`src/rtl/vga_sync_decoder.sv`:
```
// VGA sync receiver: recovers pixel coordinates and data-enable from active-low hsync/vsync,
// measures line length and frame height, and locks after repeated identical clean frames.
module vga_sync_decoder #(
  parameter int H_ACT_START = 256,
  parameter int H_ACT_LEN   = 800,
  parameter int V_ACT_START = 27,
  parameter int V_ACT_LEN   = 600,
  parameter int LOCK_FRAMES = 2
) (
  input  logic        clk,
  input  logic        clr,
  input  logic        hsync_in,
  input  logic        vsync_in,
  output logic [9:0]  pixh,
  output logic [9:0]  pixv,
  output logic        de,
  output logic        locked,
  output logic [10:0] line_len,
  output logic [9:0]  frame_lines
);

  localparam logic [10:0] H_SAT  = 11'h7FF;
  localparam logic [10:0] H_LO   = 11'(H_ACT_START);
  localparam logic [10:0] H_HI   = 11'(H_ACT_START + H_ACT_LEN);
  localparam logic [9:0]  V_LO   = 10'(V_ACT_START);
  localparam logic [9:0]  V_HI   = 10'(V_ACT_START + V_ACT_LEN);
  localparam logic [2:0]  LOCK_N = 3'(LOCK_FRAMES);

  typedef enum logic [1:0] {S_SEARCH, S_MEASURE, S_LOCKED} state_t;

  logic hs_meta_q, hs_sync_q, hs_prev_q;
  logic vs_meta_q, vs_sync_q, vs_prev_q;

  state_t      state_q, state_d;
  logic [10:0] hcnt_q, hcnt_d;
  logic [9:0]  vcnt_q, vcnt_d;
  logic [10:0] ref_len_q, ref_len_d;
  logic        have_ref_q, have_ref_d;
  logic        dirty_q, dirty_d;
  logic [10:0] prev_len_q, prev_len_d;
  logic [9:0]  prev_lines_q, prev_lines_d;
  logic        prev_valid_q, prev_valid_d;
  logic [2:0]  good_cnt_q, good_cnt_d;
  logic        locked_q, locked_d;
  logic [10:0] line_len_q, line_len_d;
  logic [9:0]  frame_lines_q, frame_lines_d;
  logic        de_q, de_d;
  logic [9:0]  pixh_q, pixh_d;
  logic [9:0]  pixv_q, pixv_d;

  logic        hs_fall, vs_fall, loss, in_h, in_v;
  logic [10:0] cur_len;
  logic [9:0]  cur_lines;
  logic [10:0] rec_ref;
  logic        rec_have, rec_dirty, frame_clean, pair_match;
  logic [2:0]  good_next;

  assign hs_fall   = !hs_sync_q && hs_prev_q;
  assign vs_fall   = !vs_sync_q && vs_prev_q;
  assign cur_len   = hcnt_q + 11'd1;
  assign cur_lines = vcnt_q + 10'd1;
  assign in_h      = (hcnt_q >= H_LO) && (hcnt_q < H_HI);
  assign in_v      = (vcnt_q >= V_LO) && (vcnt_q < V_HI);
  assign loss      = (hs_fall && (cur_len != line_len_q)) ||
                     (vs_fall && (cur_lines != frame_lines_q)) ||
                     (hcnt_q == H_SAT);

  always_comb begin
    state_d       = state_q;
    ref_len_d     = ref_len_q;
    have_ref_d    = have_ref_q;
    dirty_d       = dirty_q;
    prev_len_d    = prev_len_q;
    prev_lines_d  = prev_lines_q;
    prev_valid_d  = prev_valid_q;
    good_cnt_d    = good_cnt_q;
    locked_d      = locked_q;
    line_len_d    = line_len_q;
    frame_lines_d = frame_lines_q;
    pixh_d        = pixh_q;
    pixv_d        = pixv_q;
    good_next     = good_cnt_q;

    hcnt_d = hs_fall ? 11'd0 : ((hcnt_q == H_SAT) ? hcnt_q : hcnt_q + 11'd1);
    vcnt_d = vs_fall ? 10'd0 : (hs_fall ? vcnt_q + 10'd1 : vcnt_q);

    // Frame record including the line that ends this cycle, so a coincident
    // vsync fall closes the frame with its final line accounted for.
    rec_ref   = ref_len_q;
    rec_have  = have_ref_q;
    rec_dirty = dirty_q || (hcnt_q == H_SAT);
    if (hs_fall) begin
      if (!have_ref_q) begin
        rec_ref  = cur_len;
        rec_have = 1'b1;
      end else if (cur_len != ref_len_q) begin
        rec_dirty = 1'b1;
      end
    end
    frame_clean = rec_have && !rec_dirty;
    pair_match  = prev_valid_q && (rec_ref == prev_len_q) && (cur_lines == prev_lines_q);

    case (state_q)
      S_SEARCH: begin
        if (vs_fall) begin
          state_d      = S_MEASURE;
          have_ref_d   = 1'b0;
          dirty_d      = 1'b0;
          prev_valid_d = 1'b0;
          good_cnt_d   = 3'd0;
        end
      end
      S_MEASURE: begin
        ref_len_d  = rec_ref;
        have_ref_d = rec_have;
        dirty_d    = rec_dirty;
        if (vs_fall) begin
          if (!frame_clean)    good_next = 3'd0;
          else if (pair_match) good_next = good_cnt_q + 3'd1;
          else                 good_next = 3'd1;
          good_cnt_d   = good_next;
          prev_len_d   = rec_ref;
          prev_lines_d = cur_lines;
          prev_valid_d = frame_clean;
          have_ref_d   = 1'b0;
          dirty_d      = 1'b0;
          if (good_next == LOCK_N) begin
            state_d       = S_LOCKED;
            locked_d      = 1'b1;
            line_len_d    = rec_ref;
            frame_lines_d = cur_lines;
          end
        end
      end
      S_LOCKED: begin
        if (loss) begin
          state_d  = S_SEARCH;
          locked_d = 1'b0;
        end
      end
      default: state_d = S_SEARCH;
    endcase

    de_d = (state_q == S_LOCKED) && !loss && in_h && in_v;
    if (de_d) begin
      pixh_d = 10'(hcnt_q - H_LO);
      pixv_d = vcnt_q - V_LO;
    end
  end

  always_ff @(posedge clk) begin
    if (clr) begin
      hs_meta_q     <= 1'b1;
      hs_sync_q     <= 1'b1;
      hs_prev_q     <= 1'b1;
      vs_meta_q     <= 1'b1;
      vs_sync_q     <= 1'b1;
      vs_prev_q     <= 1'b1;
      state_q       <= S_SEARCH;
      hcnt_q        <= '0;
      vcnt_q        <= '0;
      ref_len_q     <= '0;
      have_ref_q    <= 1'b0;
      dirty_q       <= 1'b0;
      prev_len_q    <= '0;
      prev_lines_q  <= '0;
      prev_valid_q  <= 1'b0;
      good_cnt_q    <= '0;
      locked_q      <= 1'b0;
      line_len_q    <= '0;
      frame_lines_q <= '0;
      de_q          <= 1'b0;
      pixh_q        <= '0;
      pixv_q        <= '0;
    end else begin
      hs_meta_q     <= hsync_in;
      hs_sync_q     <= hs_meta_q;
      hs_prev_q     <= hs_sync_q;
      vs_meta_q     <= vsync_in;
      vs_sync_q     <= vs_meta_q;
      vs_prev_q     <= vs_sync_q;
      state_q       <= state_d;
      hcnt_q        <= hcnt_d;
      vcnt_q        <= vcnt_d;
      ref_len_q     <= ref_len_d;
      have_ref_q    <= have_ref_d;
      dirty_q       <= dirty_d;
      prev_len_q    <= prev_len_d;
      prev_lines_q  <= prev_lines_d;
      prev_valid_q  <= prev_valid_d;
      good_cnt_q    <= good_cnt_d;
      locked_q      <= locked_d;
      line_len_q    <= line_len_d;
      frame_lines_q <= frame_lines_d;
      de_q          <= de_d;
      pixh_q        <= pixh_d;
      pixv_q        <= pixv_d;
    end
  end

  assign pixh        = pixh_q;
  assign pixv        = pixv_q;
  assign de          = de_q;
  assign locked      = locked_q;
  assign line_len    = line_len_q;
  assign frame_lines = frame_lines_q;

endmodule

```
`config.mk`:
```
export PLATFORM = sky130hd
export DESIGN_NAME = vga_sync_decoder
export DESIGN_NICKNAME = d
export VERILOG_FILES = /design/src/rtl/vga_sync_decoder.sv
export SDC_FILE = /design/constraint.sdc
export NUM_CORES = 1
export LEC_CHECK = 0
export ABC_CLOCK_PERIOD_IN_PS = 3700
export CAP_MARGIN = 30
export CORE_ASPECT_RATIO = 1.4
export CORE_MARGIN = 2
export CORE_UTILIZATION = 48
export CTS_BUF_LIST = sky130_fd_sc_hd__clkbuf_8
export DETAILED_ROUTE_END_ITERATION = 8
export GPL_TIMING_DRIVEN = 1
export PLACE_DENSITY_LB_ADDON = 0.08
export SYNTH_ARGS = -nofsm -noshare
export SYNTH_HDL_FRONTEND = slang
export SYNTH_SLANG_ARGS = --single-unit
```
`constraint.sdc`:
```
create_clock -name clk -period 3.7 [get_ports clk]
set_input_delay 0.925 -clock clk [delete_from_list [all_inputs] [get_ports clk]]
set_output_delay 0.925 -clock clk [all_outputs]
set_load 0.05 [all_outputs]
```
* Word level (Yosys, flattened, before mapping) *
Index checks and enable logic that the tools add are counted.

storage, ports and cells
  bits in registers = 110
  RAM bits = 0
  input bits = 4
  bits in latches = 0
  memories kept = 0
  output and inout port bits = 43
  memory bits (read-only) = 0

cells by class
  multipliers = 0
  shift-type cells = 0
  $add $sub $neg = 5
  reductions and logical operators = 30
  div/mod/pow operators = 0
  mux-type cells = 29
  equal/unequal tests = 13
  bitwise gates (word level) = 0
  order comparisons = 4

operators with widths
  kind                   number
  $mux 11                2
  $ne 11x11->1           2
  $mux 3                 6
  $logic_and 1x1->1      12
  $add 11x1->11 const B  1
  $eq 11x11->1           1
  $eq 11x11->1 const B   1
  $ge 11x9->1 const B    1
  $lt 11x11->1 const B   1
  $mux 1                 11
  $add 10x1->10 const B  1
  $eq 10x10->1           1
  $ge 10x5->1 const B    1
  $lt 10x10->1 const B   1
  $ne 10x10->1           1
  $sub 10x5->10 const B  1
  $sub 10x9->10 const B  1
  $mux 2                 4
  $ne 2x2->1 const B     4
  $pmux 1 s2             4
  $reduce_and 4->1       2
  $pmux 2 s3             1
  $pmux 3 s2             1
  $reduce_and 3->1       2
  10 further kinds       18

* Logic depth before layout (Yosys ltp) *
Gate-level depths: netlist (run 1).

  depth after elaboration = 14
  gate-level depth with buffers = 13
  gate-level depth less buffers = 10

* Worst setup path before layout (run 1) *
No wires, ideal clock.

  path type = reg2reg
  start point = reg hcnt_q[0]
  end point = reg frame_lines_q[9], in the netlist frame_lines[9]
  stages on the path, launching flop included = 14
  setup time = 0.121 ns
  clock period less this slack = 3.225 ns
  setup slack = 0.475 ns
  required time = 3.579 ns
  arrival = 3.103 ns
  path through = dfxtp_1 buf_6 inv_1 ha_1 clkbuf_1 xor2_1 a211oi_1 a31oi_1 a2111o_1 nor4_2 o2111ai_2 or4_1 buf_4 mux2_4

between the ends
  longest elaborated chain between the ends = 12

ends and longest elaborated chain
  item                                                  RTL line  text
  start, declared                                       35        logic [10:0] hcnt_q, hcnt_d;
  start signal, assigned                                183       hcnt_q <= hcnt_d;
  $add 11x1->11 *                                       60        assign cur_len = hcnt_q + 11'd1;
  named net cur_len[0]                                  52        logic [10:0] cur_len;
  $mux 11 or $ne 11x11->1 (tied branches)               93, 96
  $mux 11 or $mux 1 (tied branches)                     92, 96
  $eq 11x11->1 or $mux 1 (tied branches)                101, 93
  $logic_and 1x1->1 or $mux 1 (tied branches)           101, 92
  $logic_and 1x1->1 or $logic_not 1->1 (tied branches)  101, 100
  $mux 3 or $logic_and 1x1->1 (tied branches)           119, 100
  $mux 3 *                                              118       if (!frame_clean) good_next = 3'd0;
  $mux 3 *                                              117       if (vs_fall) begin
  $mux 3 *                                              103       case (state_q)
  $eq 3x2->1 *                                          127       if (good_next == LOCK_N) begin
  $reduce_and 3->1 (no source line) *                   --
  end signal, assigned                                  194       frame_lines_q <= frame_lines_d;
  end, declared                                         46        logic [9:0] frame_lines_q, frame_lines_d;

The timed path passes the listed nets; every way through them passes the cells marked *. The select of a mux whose other input is x is not followed.
A chain may end at the register's enable or synchronous reset.

* Worst setup path after layout (run 1) *
  start point = reg hcnt_q[0]
  end point = reg line_len_q[1], in the netlist line_len[1]

between the ends
  longest elaborated chain between the ends = 12

ends and longest elaborated chain
  item                                                  RTL line  text
  $add 11x1->11 or $eq 11x11->1 (tied branches)         60, 91
  $mux 11, or another cell as far along                 93        if (!have_ref_q) begin
  $mux 11 or $mux 1 (tied branches)                     92, 96
  $eq 11x11->1 or $mux 1 (tied branches)                101, 93
  $logic_and 1x1->1 or $mux 1 (tied branches)           101, 92
  $logic_and 1x1->1 or $logic_not 1->1 (tied branches)  101, 100
  $mux 3 or $logic_and 1x1->1 (tied branches)           119, 100
  $mux 3                                                118
  $mux 3                                                117
  $mux 3                                                103
  $eq 3x2->1                                            127
  $reduce_and 3->1 (no source line)                     --
  end signal, assigned                                  193       line_len_q <= line_len_d;
  end, declared                                         45        logic [10:0] line_len_q, line_len_d;

Several ways; a longest one is shown, not always the timed one. The select of a mux whose other input is x is not followed.

==> results of run 1 <==
metrics by stage:
step	worst slack, ns	hold slack, ns
2_1_floorplan	0.4753	0.3895
5_1_grt	0.01714	0.4453
6_report	0.1556	0.4205
3_3_place_gp	0.2785	0.3936
4_1_cts	0.1395	0.4259
3_5_place_dp	0.1623	0.3985
final timing paths:
check / to / depth (start not counted)
setup / recovery: line_len[1]$_SDFFE_PP0P_ / 9
hold / removal: vs_sync_q$_SDFF_PP1_ / 1
setup reg to reg: line_len[1]$_SDFFE_PP0P_ / 9
hold reg to reg: vs_sync_q$_SDFF_PP1_ / 1
area by class of cell:
type	instances	area [um2]
Clock inverter	6	95.09
Sequential cell	110	2202
Timing Repair Buffer	88	773.2
Fill cell	1188	5579
Tap cell	153	191.4
Inverter	25	93.84
Multi-Input combinational cell	557	3755
Clock buffer	9	123.9
logic make-up (layout without fill, tap and decap cells):
family | Yosys count | in the layout | share of synthesized area [%]
muxes | 40 | 40 | 6.742
adders and majority gates | 7 | 7 | 1.352
DFF | 110 | 110 | 35.00
xor gates and xnor gates | 74 | 74 | 11.85
buffers and inverters | 80 | 128 | 5.310
and+or+nand+nor | 291 | 291 | 24.13
AOI/OAI and AO/OA | 145 | 145 | 15.61
worst max-delay path, stage by stage (launching register included):
cell and delay (ns):
dfxtp_1 0.44, ha_1 0.25, and3_4 0.23, xnor2_1 0.12, and2_1 0.20, o32ai_1 0.35
o22ai_1 0.22, or4_1 0.60, or4_1 0.67, mux2_4 0.35
power groups by stage:
stage / clock [W] / sequential [W] / combinational [W]
global placement: 0 / 0.00123 / 0.000139
floorplan: 0 / 0.00123 / 0.0000972
detailed placement: 0 / 0.00123 / 0.000140
global route: 0.000890 / 0.00121 / 0.000156
finish: 0.000828 / 0.00120 / 0.000145
CTS: 0.000847 / 0.00120 / 0.000141
state kept, by name (all words and copies together), names as in the netlist:
signal and count:
vs_meta_q 1, line_len 11, vs_sync_q 1, prev_valid_q 1
vs_prev_q 1, state_q 2, good_cnt_q 3, have_ref_q 1
pixh 10, de 1, prev_lines_q 10, hs_meta_q 1
hs_sync_q 1, vcnt_q 10, dirty_q 1, pixv 10
ref_len_q 11, prev_len_q 11, frame_lines 10, locked 1
hcnt_q 11, hs_prev_q 1
metal layers:
metal,vias up,global-route usage (%)
met4,0,17.66
met3,77,3.516
met1,2680,30.90
met5,-,0
met2,223,46.25
li1,2686,-
layout by cell type (no fill, tap or decap), types with 19 or more instances in the layout:
master / netlist / routed
xnor2_1: 45 / 45
dfxtp_1: 110 / 110
a21oi_1: 48 / 48
nor2_1: 98 / 98
inv_1: 25 / 25
buf_4: 3 / 43
nand2_1: 53 / 53
clkdlybuf4s50_1: 0 / 45
nor2b_1: 23 / 23
xor2_1: 22 / 22
a211oi_1: 19 / 19
mux2i_1: 27 / 27
timing repair:
item                       CTS  global route
hold endpoints to repair     0             0
hold buffers                 0             0
setup buffers                0             3
setup endpoints to repair    0            11
==> flow_summary.toml, run 1 <==
[drt]
dr.pass1.iters = 5
routedWlPerCell_um = 19.75
drc_errors = 0
drtIter0Drc = 314
routed_wirelength_um = 18720
m1WireLength_um = 7277
detail-route-antenna-nets = 0
wl_met3_um = 827
via_per_inst = 5.977
vias = 5666
routed-wl-met2_um = 9286
top_layer = "met4"

[critical_path]
critPathLaunchType = "register"
worst_ep_required_time_ns = 3.99
crit_start = "hcnt_q[0]$_SDFFE_PP0N_"
crit_fanout = 6
worstPathArrival_ns = 3.83
r2r_slack_ns = 0.16
reg2reg_from = "hcnt_q[0]$_SDFFE_PP0N_"
cp-end-kind = "register"
worst-setup-path-type = "reg2reg"

[floorplanning]
boundaryPins = 47
dieArea_um2 = 14050
die_w_um = 100.8
start_util_pct = 49.10
core_area_um2 = 12810
core.rowCount = 49
die_y_um = 139.5

[synth]
ys.flop_type = "dfxtp_1"
yosys-top-cells-area = "dfxtp_1, xnor2_1, nor2_1"
async_reset_ff_share_pct = 0
synthCells = 747
ys.warnings.count = 0
ys_top_cells_by_count = "dfxtp_1, nor2_1, nand2_1"
yosysSeqAreaShare_pct = 35.00
ys_seq_elements = 110
synth_top_area_cell = "dfxtp_1"
yosys.cell_types.count = 77
syn_nets = 757
syn_area_per_cell_um2 = 8.422
synth_top_area_share_pct = 35.00
synth-edff-count = 0
synth_area_um2 = 6291
yosysMostFrequentCell = "dfxtp_1"

[finish]
insertedDiodeCount = 0
stdcell_count = 948
final_area_um2 = 7234
layout.nets = 801
drive_above_1_share_pct = 12.45
areaGrowthSynthToFinish_pct = 15.00
final_util_pct = 56.46

[global_routing]
gr-usage-all-layers_pct = 27.02
grt_pass1_vias = 5398
antenna_found_initial = 0
grt.overflow.total = 0
grt_pass1_wl_um = 29390
grt_start_max_net_pins = 70

[power]
switchingPower_w = 0.0005478
total_power_w = 0.002177
p_leak_nw = 2.663
switching_share_pct = 25.16
comb_power_share_pct = 6.7
max-vdd-ir-drop_mv = 0.1560
p_clk_share_pct = 38.1
power_frac_seq_pct = 55.3
internal-power_w = 0.001629
powerDensity_nw_per_um2 = 300.9

[sta]
worst_slew_pin_slew_ns = 0.7089
post-route-period-util_pct = 95.80
relSlewSlack_pct = 52.74
rsz0062_at_grt = "no"
setup_viol = 0
final_max_slew_viol_count = 0
clock.fmax_mhz = 282.1
period_needed_ns = 3.544
finClkSkew_ns = 0.006622
hold_viol_final = 0
tns_ns = 0

[placement]
dp_cells = 930
io_buffers = 46
place.gp.congestion = 1.047
hpwl_um = 14060
postPlaceCellArea_um2 = 6993

[flow_run]
maxCapViolCount = 0

[hold_path]
worstHoldPathType = "reg2reg"
min_from = "vs_meta_q$_SDFF_PP1_"

[run_status]
outcome = "finished, final reports clean"

[clocking]
cts_tree = "done"
ctsResizeCount = 0
cts_root_buf = "clkbuf_8"
cts_made_buffers = 9
clkSlewWorstSetupHoldPaths_ns = 0.11
cts_max_level = 3
clk_latency_ns = 0.39
cts.sinks = 110
cts_max_path_buffers = 2
(Power assumes the default switching activity.)
==> run 2: changes to the inputs <==
--- a/config.mk
+++ b/config.mk
@@ -6,7 +6,6 @@
 export NUM_CORES = 1
 export LEC_CHECK = 0
 export ABC_CLOCK_PERIOD_IN_PS = 3700
-export CAP_MARGIN = 30
 export CORE_ASPECT_RATIO = 1.4
 export CORE_MARGIN = 2
 export CORE_UTILIZATION = 48
==> results of run 2 <==
No change in the layout: final DEF, timing and power equal those of run 1.
==> run 3: changes to the inputs <==
--- a/config.mk
+++ b/config.mk
@@ -12,6 +12,7 @@
 export CTS_BUF_LIST = sky130_fd_sc_hd__clkbuf_8
 export DETAILED_ROUTE_END_ITERATION = 8
 export GPL_TIMING_DRIVEN = 1
+export HOLD_SLACK_MARGIN = 0.05
 export PLACE_DENSITY_LB_ADDON = 0.08
 export SYNTH_ARGS = -nofsm -noshare
 export SYNTH_HDL_FRONTEND = slang
==> results of run 3 <==
No change in the layout: final DEF, timing and power equal those of run 1.
